File: config.mk
export PLATFORM = sky130hd
export DESIGN_NAME = reg_bus_arbiter
export DESIGN_NICKNAME = d
export VERILOG_FILES = /design/src/rtl/reg_bus_arbiter.sv
export SDC_FILE = /design/constraint.sdc
export NUM_CORES = 1
export LEC_CHECK = 0
export ABC_AREA = 1
export BUFFER_PORTS_ARGS = -buffer_cell sky130_fd_sc_hd__buf_2
export CAP_MARGIN = 20
export CORE_ASPECT_RATIO = 0.7
export CORE_MARGIN = 3
export CORE_UTILIZATION = 50
export CTS_CLUSTER_SIZE = 10
export DETAILED_ROUTE_END_ITERATION = 16
export GPL_TIMING_DRIVEN = 0
export PLACE_DENSITY = 0.95
export SKIP_CTS_REPAIR_TIMING = 1
export SLEW_MARGIN = 40
export SYNTH_ARGS = -nofsm -noshare
export SYNTH_HDL_FRONTEND = slang
export SYNTH_SLANG_ARGS = --single-unit
File: constraint.sdc
create_clock -name core_clk -period 2.44 [get_ports core_clk]
set_input_delay 0.488 -clock core_clk [delete_from_list [all_inputs] [get_ports core_clk]]
set_output_delay 0.488 -clock core_clk [all_outputs]
set_load 0.02 [all_outputs]
File: src/rtl/reg_bus_arbiter.sv
// reg_bus_arbiter: two-master round-robin arbiter onto a shared register bus.
// Each access is a write (wr strobe, then done) or a read (rd strobe, then wait
// for reg_rd_done, then done). All outputs are registered.
//
// Optional feature: define REG_ARB_TIMEOUT_EN to compile in a read-wait timeout.
// After TIMEOUT_CYCLES cycles in WAIT_RD without reg_rd_done, the read completes
// with RD_ERR_DATA and the err flag set. Without the macro, WAIT_RD waits forever.
//
// state   | meaning
// IDLE    | no access; arbitrate between pending requests
// ISSUE   | gnt pulse and the wr/rd strobe are on the bus this cycle
// WAIT_RD | read issued; waiting for reg_rd_done (or the timeout)
// DONE    | done pulse to the owner; return to IDLE next cycle
module reg_bus_arbiter #(
  parameter logic [15:0] TIMEOUT_CYCLES = 16'd1024,
  parameter logic [31:0] RD_ERR_DATA    = 32'hDEAD_BEEF
) (
  input  logic        core_clk,
  input  logic        core_rst_n,
  input  logic        m0_req,
  input  logic        m0_we,
  input  logic [7:0]  m0_addr,
  input  logic [31:0] m0_wdata,
  input  logic        m1_req,
  input  logic        m1_we,
  input  logic [7:0]  m1_addr,
  input  logic [31:0] m1_wdata,
  output logic        m0_gnt,
  output logic        m0_done,
  output logic [31:0] m0_rdata,
  output logic        m0_err,
  output logic        m1_gnt,
  output logic        m1_done,
  output logic [31:0] m1_rdata,
  output logic        m1_err,
  output logic [7:0]  reg_addr,
  output logic [31:0] reg_wr_data,
  output logic        reg_wr_en,
  output logic        reg_rd_en,
  input  logic [31:0] reg_rd_data,
  input  logic        reg_rd_done,
  output logic        busy
);

  typedef enum logic [1:0] {IDLE, ISSUE, WAIT_RD, DONE} state_t;

  state_t      state, state_d;
  logic        owner, owner_d;       // 0 = m0 owns the access in flight, 1 = m1
  logic        we_q, we_d;
  logic        last_m1, last_m1_d;   // 1 = m1 was granted most recently
  logic        pick_m1;
  logic [1:0]  gnt_d, done_d, err_d;
  logic [31:0] rdata0_d, rdata1_d;
  logic [7:0]  addr_d;
  logic [31:0] wdata_d;
  logic        wr_en_d, rd_en_d;

`ifdef REG_ARB_TIMEOUT_EN
  logic [15:0] cnt, cnt_d;
`else
  logic        unused_cfg;
  assign unused_cfg = ^{TIMEOUT_CYCLES, RD_ERR_DATA};
`endif

  // Next-state and next-output computation; everything lands in registers below.
  always_comb begin
    state_d   = state;
    owner_d   = owner;
    we_d      = we_q;
    last_m1_d = last_m1;
    pick_m1   = 1'b0;
    gnt_d     = 2'b00;
    done_d    = 2'b00;
    err_d     = {m1_err, m0_err};
    rdata0_d  = m0_rdata;
    rdata1_d  = m1_rdata;
    addr_d    = reg_addr;
    wdata_d   = reg_wr_data;
    wr_en_d   = 1'b0;
    rd_en_d   = 1'b0;
`ifdef REG_ARB_TIMEOUT_EN
    cnt_d     = cnt;
`endif
    case (state)
      IDLE: begin
        if (m0_req || m1_req) begin
          // On a tie the master that was not granted last wins.
          pick_m1   = m1_req && (!m0_req || !last_m1);
          owner_d   = pick_m1;
          last_m1_d = pick_m1;
          we_d      = pick_m1 ? m1_we : m0_we;
          addr_d    = pick_m1 ? m1_addr : m0_addr;
          wdata_d   = pick_m1 ? m1_wdata : m0_wdata;
          gnt_d     = pick_m1 ? 2'b10 : 2'b01;
          wr_en_d   = we_d;
          rd_en_d   = !we_d;
          state_d   = ISSUE;
        end
      end
      ISSUE: begin
        if (we_q) begin
          done_d       = owner ? 2'b10 : 2'b01;
          err_d[owner] = 1'b0;
          state_d      = DONE;
        end else begin
`ifdef REG_ARB_TIMEOUT_EN
          cnt_d   = 16'd0;
`endif
          state_d = WAIT_RD;
        end
      end
      WAIT_RD: begin
        // A completion in the same cycle as the timeout takes priority.
        if (reg_rd_done) begin
          if (owner) rdata1_d = reg_rd_data;
          else       rdata0_d = reg_rd_data;
          err_d[owner] = 1'b0;
          done_d       = owner ? 2'b10 : 2'b01;
          state_d      = DONE;
        end
`ifdef REG_ARB_TIMEOUT_EN
        else if (cnt == TIMEOUT_CYCLES - 16'd1) begin
          if (owner) rdata1_d = RD_ERR_DATA;
          else       rdata0_d = RD_ERR_DATA;
          err_d[owner] = 1'b1;
          done_d       = owner ? 2'b10 : 2'b01;
          state_d      = DONE;
        end else begin
          cnt_d = cnt + 16'd1;
        end
`endif
      end
      DONE:    state_d = IDLE;
      default: state_d = IDLE;
    endcase
  end

  // State and output registers; reset drops any access in flight.
  always_ff @(posedge core_clk or negedge core_rst_n) begin
    if (!core_rst_n) begin
      state       <= IDLE;
      owner       <= 1'b0;
      we_q        <= 1'b0;
      last_m1     <= 1'b1;
      m0_gnt      <= 1'b0;
      m1_gnt      <= 1'b0;
      m0_done     <= 1'b0;
      m1_done     <= 1'b0;
      m0_err      <= 1'b0;
      m1_err      <= 1'b0;
      m0_rdata    <= 32'h0;
      m1_rdata    <= 32'h0;
      reg_addr    <= 8'h0;
      reg_wr_data <= 32'h0;
      reg_wr_en   <= 1'b0;
      reg_rd_en   <= 1'b0;
      busy        <= 1'b0;
`ifdef REG_ARB_TIMEOUT_EN
      cnt         <= 16'd0;
`endif
    end else begin
      state       <= state_d;
      owner       <= owner_d;
      we_q        <= we_d;
      last_m1     <= last_m1_d;
      m0_gnt      <= gnt_d[0];
      m1_gnt      <= gnt_d[1];
      m0_done     <= done_d[0];
      m1_done     <= done_d[1];
      m0_err      <= err_d[0];
      m1_err      <= err_d[1];
      m0_rdata    <= rdata0_d;
      m1_rdata    <= rdata1_d;
      reg_addr    <= addr_d;
      reg_wr_data <= wdata_d;
      reg_wr_en   <= wr_en_d;
      reg_rd_en   <= rd_en_d;
      busy        <= (state_d != IDLE);
`ifdef REG_ARB_TIMEOUT_EN
      cnt         <= cnt_d;
`endif
    end
  end

endmodule

==> metrics.txt, run 1 <==
Worst Path Buf+Inv=3; global route overflow=0; # fillers=between 700 and 800; htree depth=4; min Tclk post-route=about 1.8 ns; area delta synth->final=40.2%; CTS Root Cell=clkbuf_16; Max-slew headroom=0.633; Post-synth ARST share=1.00; Pwr Density=1460 nW/um^2; # DRC=0; die area=about 11000 sq um; setup violators final=0; aggregate routed wire length=15.4 mm; worst-path cell chain=inv_1, ha_1, nand2_1, inv_1, nand2_2, clkbuf_1, o21ai_0; CP Capture Type=register; maximum root-to-sink buffer count=2; Clock Pin Slew Worst Setup and Hold Paths=0.06 ns; adder-cell share of the synthesized area=0.00765; critical path arrival=2.02 ns; Yosys cell types=22; drt initial violations=381; first-pass GRT wire length=24.0 mm; Final ANT Viol Nets=0; worst-path fanout max=10; flops & latches, synth=between 100 and 150; net count after synthesis=651; Synth Area in XOR/XNOR=0; Simple-Gate Fraction of Synth Area=0.244; Tot GR Track Use=0.275; vias in the first global route=4788; core area=9330 sq um; IO buf count=230; largest family of logic cells by synthesized area=simple AND/OR/NAND/NOR gates; final hold violation count=0; CTS Buf Count=17; fin util=0.738; Die Y=88.9 um; complex-gate fraction of the synthesized area=0.0726; Final Instance Area=6880 sq um; Final Max Slew Viols=0; worst hold slack=0.0487 ns; Setup CP Type=reg2reg; Initial Util=0.526; vias per cell=5.38; Avg WL per Cell=between 15 and 20 um; Yosys Warn Count=0; largest net degree at the start of global routing=71; share of layout cells above drive strength 1=0.367; status=complete, no violations; RSZ-0062 raised after global routing=no; max_cap viols=0; Worst VDD drop=732 uV; Crit path largest cell delay=0.40 ns; dpl ws=0.703 ns; via count=4926; row cnt=29; drt first pass iters=5; die width=124 um; GP Congestion=0.886; CTS tree=yes; Layout Skew=between 0.01 and 0.015 ns; dpl hpwl=approximately 12 mm; synthesized cell area=4910 sq um; slowest CP cell=clkbuf_1; Final WS setup=0.673 ns; initial antenna violation count=0; synthesized area per cell=9.28 sq um; mux cell area share after synthesis=0; worst-skew pair later-pin latency=0.40 ns; Post-synth EDFFs=0; most common cell after layout, fill and taps aside=buf_2; Min-Delay Path Class=in2async; nets=901; Req. time, crit path=approximately 2.7 ns; measured slew at the worst slew-check pin=0.551 ns; period utilization=0.724; CP Launch Type=register; Top-Level Pins=232; CP delay by family, top=buffers and inverters; CTS Sinks=118; LEAKAGE=about 3.8 nW; commonest cells after routing, fill and taps aside=buf_2 (243), nand2_1 (120), dfrtp_1 (117); most frequent CP cell=inv_1; sequential area share after synthesis=0.602; Achievable Freq=566 MHz; placed inst area=6250 sq um; synthesized instance count=529; Final Power=0.0101 W; most common flop cell mapped by yosys=dfrtp_1; ant diodes=0
-- synth_stat cells, types with 2 or more instances --
cell	n	share of area
nor2_1	3	0.0023
nand4_1	41	0.052
nand3b_1	3	0.0046
nor3_1	2	0.0020
nand2_2	4	0.0051
clkbuf_1	17	0.013
buf_2	14	0.014
inv_1	43	0.033
o21ai_0	67	0.068
nand3_1	82	0.084
ha_1	3	0.0076
buf_4	2	0.0031
dfrtp_1	117	0.60
nand2_1	120	0.092
buf_6	4	0.0092
-- cell type report --
class	instances	area, sq um	area share
Sequential cell	118	2950	0.429
Multi-Input combinational cell	329	1590	0.231
Timing Repair Buffer	231	1190	0.173
Clock buffer	18	429	0.0624
Clock inverter	14	200	0.0291
Buffer	38	198	0.0287
Inverter	44	165	0.0240
Tap cell	124	155	0.0225
-- through the flow --
stage	instances	setup TNS (ns)
3_5_place_dp	884	0
6_report	916	0
2_1_floorplan	529	0
4_1_cts	916	0
5_1_grt	916	0
3_3_place_gp	883	-53.52
-- layer usage --
metal,GRT usage,vias up,share of wire
met5,0,-,0
met4,0.104,0,0.022
met3,0.0651,38,0.070
met2,0.441,222,0.48
met1,0.372,2390,0.42
li1,-,2276,-
-- kinds of logic (layout without fill, tap and decap cells) --
logic type / Yosys count / count (layout)
and+or+nand+nor: 257 / 257
DFF: 118 / 118
adders and majority gates: 3 / 3
buffers and inverters: 82 / 345
AOI/OAI and AO/OA: 69 / 69
-- power breakdown --
part | leakage [nW] | switching [W] | total, W | internal, W
logic | 2.01 | 0.00277 | 0.00410 | 0.00133
registers | 1.48 | 0.000488 | 0.00333 | 0.00285
clock network | 0.298 | 0.000916 | 0.00264 | 0.00172
-- worst paths after layout --
kind	startpoint	endpoint	slack, ns	depth (start not counted)
worst max-delay path	state[0]	m1_rdata[29]	0.67	7
min in group core_clk	m0_wdata[3]	reg_wr_data[3]	0.32	3
worst min-delay path	core_rst_n	reg_addr[3]	0.05	1
worst min register to register	last_m1	last_m1	0.48	2
max in group asynchronous	core_rst_n	last_m1	1.74	2
worst max register to register	state[0]	m1_rdata[29]	0.67	7
-- worst register-to-register path: stages, from the launching register on --
cell,delay [ns]
dfrtp_1,0.37
inv_1,0.08
ha_1,0.23
nand2_1,0.09
inv_1,0.07
nand2_2,0.20
clkbuf_1,0.40
o21ai_0,0.18
-- state kept, by name, indices dropped and copies added (netlist names), 2 cells and up --
signal and flops:
m0_rdata 32, m1_rdata 32, reg_wr_data 32, reg_addr 8, state 2
Note: power is estimated with default switching activity, not from simulation.
==> inputs of run 2 (changes only) <==
--- a/config.mk
+++ b/config.mk
@@ -10,11 +10,11 @@
 export CAP_MARGIN = 20
 export CORE_ASPECT_RATIO = 0.7
 export CORE_MARGIN = 3
-export CORE_UTILIZATION = 50
+export CORE_UTILIZATION = 42
 export CTS_CLUSTER_SIZE = 10
 export DETAILED_ROUTE_END_ITERATION = 16
 export GPL_TIMING_DRIVEN = 0
-export PLACE_DENSITY = 0.95
+export PLACE_DENSITY = 0.88
 export SKIP_CTS_REPAIR_TIMING = 1
 export SLEW_MARGIN = 40
 export SYNTH_ARGS = -nofsm -noshare
==> constraint.sdc (replaced) <==
create_clock -name core_clk -period 1.6 [get_ports core_clk]
set_input_delay 0.32 -clock core_clk [delete_from_list [all_inputs] [get_ports core_clk]]
set_output_delay 0.32 -clock core_clk [all_outputs]
set_load 0.02 [all_outputs]
==> run 2 against run 1 <==
Sequential power up 52%. Routed wire length is 0.73% lower. Maximum frequency grew 15%. Worst setup slack got worse by 0.61 ns. Hold slack improved by 0.11 ns. Register-to-register slack worse by 0.61 ns. Combinational power increased by 54%. First-iteration DRC count is 35% lower. Utilization shrank 12 points. Non-clock buffer count is 1 higher. Clock skew decreased by 0.0026 ns. Flip-flop and latch count stayed put. Critical endpoint is now reg_wr_data[2].
==> metrics.txt, run 2 (synthesis results as in run 1) <==
status=complete, no violations; vias per cell=5.21 (-3.1%); CTS Root Cell=clkbuf_16; max_cap viols=0 (unchanged); Clock Power Share=0.255 (-0.007); measured slew at the worst slew-check pin=0.513 ns (-0.0381 ns); CP Capture Type=register; die area=13000 sq um (+18%); via count=4930 (+0.081%); CTS Buf Count=17 (unchanged); period utilization=0.958 (+0.233); share of layout cells above drive strength 1=0.381 (+0.0134); Final Max Slew Viols=0 (unchanged); most frequent CP cell=nand3_1; vias in the first global route=4572 (-4.5%); R2R setup slack=0.07 ns (-0.61 ns); dpl hpwl=11.5 mm (-1.9%); Layout Skew=0.00864 ns (-0.00263 ns); Comb power frac=0.414 (+0.007); slowest CP cell=dfrtp_1; htree depth=4 (unchanged); initial antenna violation count=0 (unchanged); Initial Util=0.438 (-0.0886); fin util=0.622 (-0.117); Clock Pin Slew Worst Setup and Hold Paths=0.06 ns (about the same); area delta synth->final=41.9%; maximum root-to-sink buffer count=2 (unchanged); IO buf count=230 (unchanged); first-pass GRT wire length=22.9 mm (-4.6%); core area=11200 sq um (+20%); Final ANT Viol Nets=0 (unchanged); drt initial violations=248 (-35%); Top-Level Pins=232 (unchanged); worst-skew pair later-pin latency=0.40 ns (about the same); worst-path fanout max=10 (unchanged); commonest cells after routing, fill and taps aside=buf_2 (241), nand2_1 (120), dfrtp_1 (117); critical path arrival=1.87 ns (-0.15 ns); die width=135 um (+8.7%); Min-Delay Path Class=in2reg; Pwr Density=2190 nW/um^2 (+50%); CTS tree=yes; GP Congestion=0.881 (-0.58%); RSZ-0062 raised after global routing=yes; Crit path largest cell delay=0.39 ns (about the same); aggregate routed wire length=15.3 mm (-0.73%); min Tclk post-route=1.53 ns (-0.235 ns); setup violators final=0 (unchanged); fin cells=946 (+3.3%); row cnt=32 (+10%); placed cells=913 (+3.3%); ant diodes=0 (unchanged); most common cell after layout, fill and taps aside=buf_2; dpl ws=-0.0496 ns (-0.753 ns); setup TNS=0 ns (unchanged); largest net degree at the start of global routing=74 (+4.2%); Setup CP Type=reg2reg; CTS Sinks=118 (unchanged); final hold violation count=0 (unchanged); NetSw=0.00631 W (+51%); Avg WL per Cell=16.2 um (-3.9%); drt first pass iters=5 (unchanged); Tot GR Track Use=0.223 (-0.0518); Worst VDD drop=906 uV (+24%); CP Launch Type=register; nets=902 (+0.11%); Die Y=96.5 um (+8.5%); worst-path cell chain=inv_1, ha_1, buf_6, inv_2, nor2_4, buf_4, nand3_1, nand3_1; Net Sw Frac=0.413 (-0.00105); sequential share of power=0.331 (about the same); Achievable Freq=653 MHz (+15%); global route overflow=0 (unchanged); Req. time, crit path=1.93 ns (-0.76 ns); Final WS setup=0.0679 ns (-0.605 ns); internal power=0.00897 W (+52%); placed inst area=6290 sq um (+0.58%); # DRC=0 (unchanged); LEAKAGE=3.82 nW (+0.81%); Max-slew headroom=0.658 (+0.0254); Final Instance Area=6970 sq um (+1.2%); biggest regs=m0_rdata: 32 flops, m1_rdata: 32 flops, reg_wr_data: 32 flops
## run 2: changes by cell type in the layout (fill, tap and decap cells not counted), sizes merged
cell	previous run	this run
buf	252	256
clkbuf	35	31
bufinv	4	3
clkinv	4	5
clkinvlp	3	4
dlygate4sd3	0	1
inv	47	46
## run 2: cell type report
type	instances	area, sq um
Fill cell	934	4240
Sequential cell	118	2950
Multi-Input combinational cell	329	1600
Timing Repair Buffer	232	1200
Clock buffer	18	439
Buffer	38	245
Tap cell	153	191
Clock inverter	14	176
Inverter	44	165
## run 2: stage by stage
step	power, W	hold WS [ns]
2_1_floorplan	0.00886	0.0244
3_3_place_gp	0.0110	0.460
3_5_place_dp	0.0113	0.242
4_1_cts	0.0152	-0.193
5_1_grt	0.0162	0.148
6_report	0.0153	0.154
## run 2: power groups by stage
stage	clock, W	combinational [W]	sequential (W)
detailed placement	0	0.00622	0.00504
CTS	0.00397	0.00623	0.00504
global placement	0	0.00603	0.00500
floorplan	0	0.00228	0.00658
finish	0.00390	0.00632	0.00506
global route	0.00410	0.00688	0.00519
## run 2: critical path, delay by kind of cell, from the launching register on
kind / cells / cell delay (ns)
buffers and inverters: 4 / 0.52
AND/OR/NAND/NOR: 3 / 0.39
flip-flops: 1 / 0.39
adder cells (fa/ha/maj): 1 / 0.18
## run 2: final timing paths
check | startpoint | to | cells after the start
setup / recovery | state[0] | reg_wr_data[2] | 8
hold / removal | m0_addr[0] | reg_addr[0] | 3
setup reg to reg | state[0] | reg_wr_data[2] | 8
hold reg to reg | m0_rdata[1] | m0_rdata[1] | 2
max in group asynchronous | core_rst_n | reg_wr_data[20] | 3
min in group asynchronous | core_rst_n | m1_rdata[1] | 2
## run 2: per-layer routing
metal  vias up  wire length, um  track usage
met5         -                0            0
met4         0              133       0.0713
met3        13              857       0.0347
met2       196             7490        0.356
met1      2437             6810        0.317
li1       2284                -            -
==> inputs of run 3 (changes only) <==
--- a/config.mk
+++ b/config.mk
@@ -15,6 +15,7 @@
 export DETAILED_ROUTE_END_ITERATION = 16
 export GPL_TIMING_DRIVEN = 0
 export PLACE_DENSITY = 0.88
+export REMOVE_ABC_BUFFERS = 1
 export SKIP_CTS_REPAIR_TIMING = 1
 export SLEW_MARGIN = 40
 export SYNTH_ARGS = -nofsm -noshare
==> run 3 against run 2 <==
Sequential power rose by 2%. Register-to-register slack barely moved. Hold slack got worse by 0.0076 ns. Die area did not move. Clock power fell by 4%. Routed wire length fell by 0.39%. Flip-flop and latch count did not move. Worst setup slack got worse by 0.0014 ns.
==> metrics.txt, run 3 (synthesis results as in run 1) <==
maximum root-to-sink buffer count=2 (unchanged); first-pass GRT wire length=21.2 mm (-7.4%); die area=13000 sq um (unchanged); final hold violation count=0 (unchanged); IO buf count=231 (+0.43%); drt first pass iters=5 (unchanged); CTS Buf Count=17 (unchanged); sequential share of power=0.328 (-0.003); GP Congestion=0.806 (-8.5%); Register Area=2960 sq um (+0.13%); internal power=0.00910 W (+1.5%); Die Y=96.5 um (unchanged); CTS tree=yes; Top-Level Pins=232 (unchanged); area delta synth->final=45.5%; htree depth=4 (unchanged); Tot GR Track Use=0.205 (-0.0176); Initial Util=0.438 (unchanged); Worst VDD drop=994 uV (+9.7%); critical path arrival=1.81 ns (-0.06 ns); dpl ws=-0.827 ns (-0.778 ns); core area=11200 sq um (unchanged); min Tclk post-route=1.53 ns (+0.00138 ns); dpl hpwl=9.34 mm (-18%); status=complete, no violations; Clock Power Share=0.238 (-0.017); worst-skew pair later-pin latency=0.41 ns (about the same); initial antenna violation count=0 (unchanged); Avg WL per Cell=16.3 um (+1.0%); row cnt=32 (unchanged); die width=135 um (unchanged); drt initial violations=372 (+50%); nets=889 (-1.4%); measured slew at the worst slew-check pin=0.613 ns (+0.100 ns); # fillers=941 (+0.75%); ant diodes=0 (unchanged); Clock Pin Slew Worst Setup and Hold Paths=0.06 ns (about the same); Min-Delay Path Class=in2reg; LEAKAGE=3.82 nW (about the same); Layout Skew=0.0104 ns (+0.00180 ns); Net Sw Frac=0.420 (+0.00651); aggregate routed wire length=15.2 mm (-0.39%); biggest regs=m0_rdata: 32 flops, m1_rdata: 32 flops, reg_wr_data: 32 flops; Req. time, crit path=1.87 ns (-0.06 ns); largest net degree at the start of global routing=65 (-12%); most common cell after layout, fill and taps aside=buf_2; placed inst area=6210 sq um (-1.2%); Comb power frac=0.434 (+0.020); Final ANT Viol Nets=0 (unchanged); commonest cells after routing, fill and taps aside=buf_2 (229), nand2_1 (118), dfrtp_1 (116); via count=4819 (-2.3%); Final Instance Area=7140 sq um (+2.5%); CP Capture Type=register; worst-path fanout max=16 (+6); share of layout cells above drive strength 1=0.392 (+0.0115); Final WS setup=0.0666 ns (-0.00138 ns); NetSw=0.00658 W (+4.3%); period utilization=0.958 (about the same); placed cells=880 (-3.6%); Setup CP Type=reg2reg; footprint of the multi-input gates=1800 sq um (+13%); global route overflow=0 (unchanged); Final Max Slew Viols=0 (unchanged); Final Power=0.0157 W (+2.6%); CTS Root Cell=clkbuf_16; vias in the first global route=4297 (-6.0%); fin cells=933 (-1.4%); max_cap viols=0 (unchanged); setup violators final=0 (unchanged); CTS Sinks=118 (unchanged); # DRC=0 (unchanged); vias per cell=5.17 (-0.89%); Pwr Density=2200 nW/um^2 (+0.11%); Achievable Freq=652 MHz (about the same); Max-slew headroom=0.591 (-0.0667); CP Launch Type=register
## run 3: cell type report
cell class                      count  share of cell area
Clock buffer                       18              0.0615
Clock inverter                     14              0.0210
Inverter                           44              0.0242
Multi-Input combinational cell    336               0.252
Sequential cell                   118               0.414
Tap cell                          153              0.0268
Timing Repair Buffer              250               0.201
## run 3: layer usage
metal,GRT usage,vias to the layer above,share of wire
met1,0.287,2325,0.45
met3,0.0476,18,0.064
met5,0,-,0
li1,-,2269,-
met2,0.317,207,0.47
met4,0.0738,0,0.013
## run 3: worst paths after layout
kind / depth (start not counted) / end / slack [ns] / start
max reg2reg: 8 / m1_rdata[25] / 0.07 / state[0]
min: 3 / reg_wr_data[25] / 0.15 / m0_wdata[25]
max: 8 / m1_rdata[25] / 0.07 / state[0]
max in group asynchronous: 3 / reg_addr[5] / 0.55 / core_rst_n
min reg2reg: 2 / m0_rdata[15] / 0.48 / m0_rdata[15]
min in group asynchronous: 2 / m0_rdata[24] / 0.43 / core_rst_n
## run 3: power groups by stage
stage	clock network (W)	registers [W]	logic, W
2_1_floorplan	0	0.00659	0.00203
3_3_place_gp	0	0.00499	0.00573
3_5_place_dp	0	0.00503	0.00618
4_1_cts	0.00379	0.00504	0.00616
5_1_grt	0.00395	0.00531	0.00738
6_report	0.00373	0.00515	0.00680
## run 3: metrics by stage
stage | hold WS [ns] | utilization | TNS [ns]
2_1_floorplan | 0.0244 | - | -42.72
3_3_place_gp | 0.461 | 0.541 | -242.60
3_5_place_dp | 0.278 | 0.554 | -36.65
4_1_cts | -0.157 | 0.607 | -33.83
5_1_grt | 0.146 | 0.637 | -0.0363
6_report | 0.147 | 0.637 | 0
## run 3: worst max-delay path: stages (launching register included)
cell and delay (ns):
dfrtp_1 0.39, inv_2 0.08, ha_2 0.20, nand2_2 0.08, clkinvlp_4 0.16, buf_12 0.18
nand2_8 0.12, nand2_1 0.10, o21ai_0 0.09
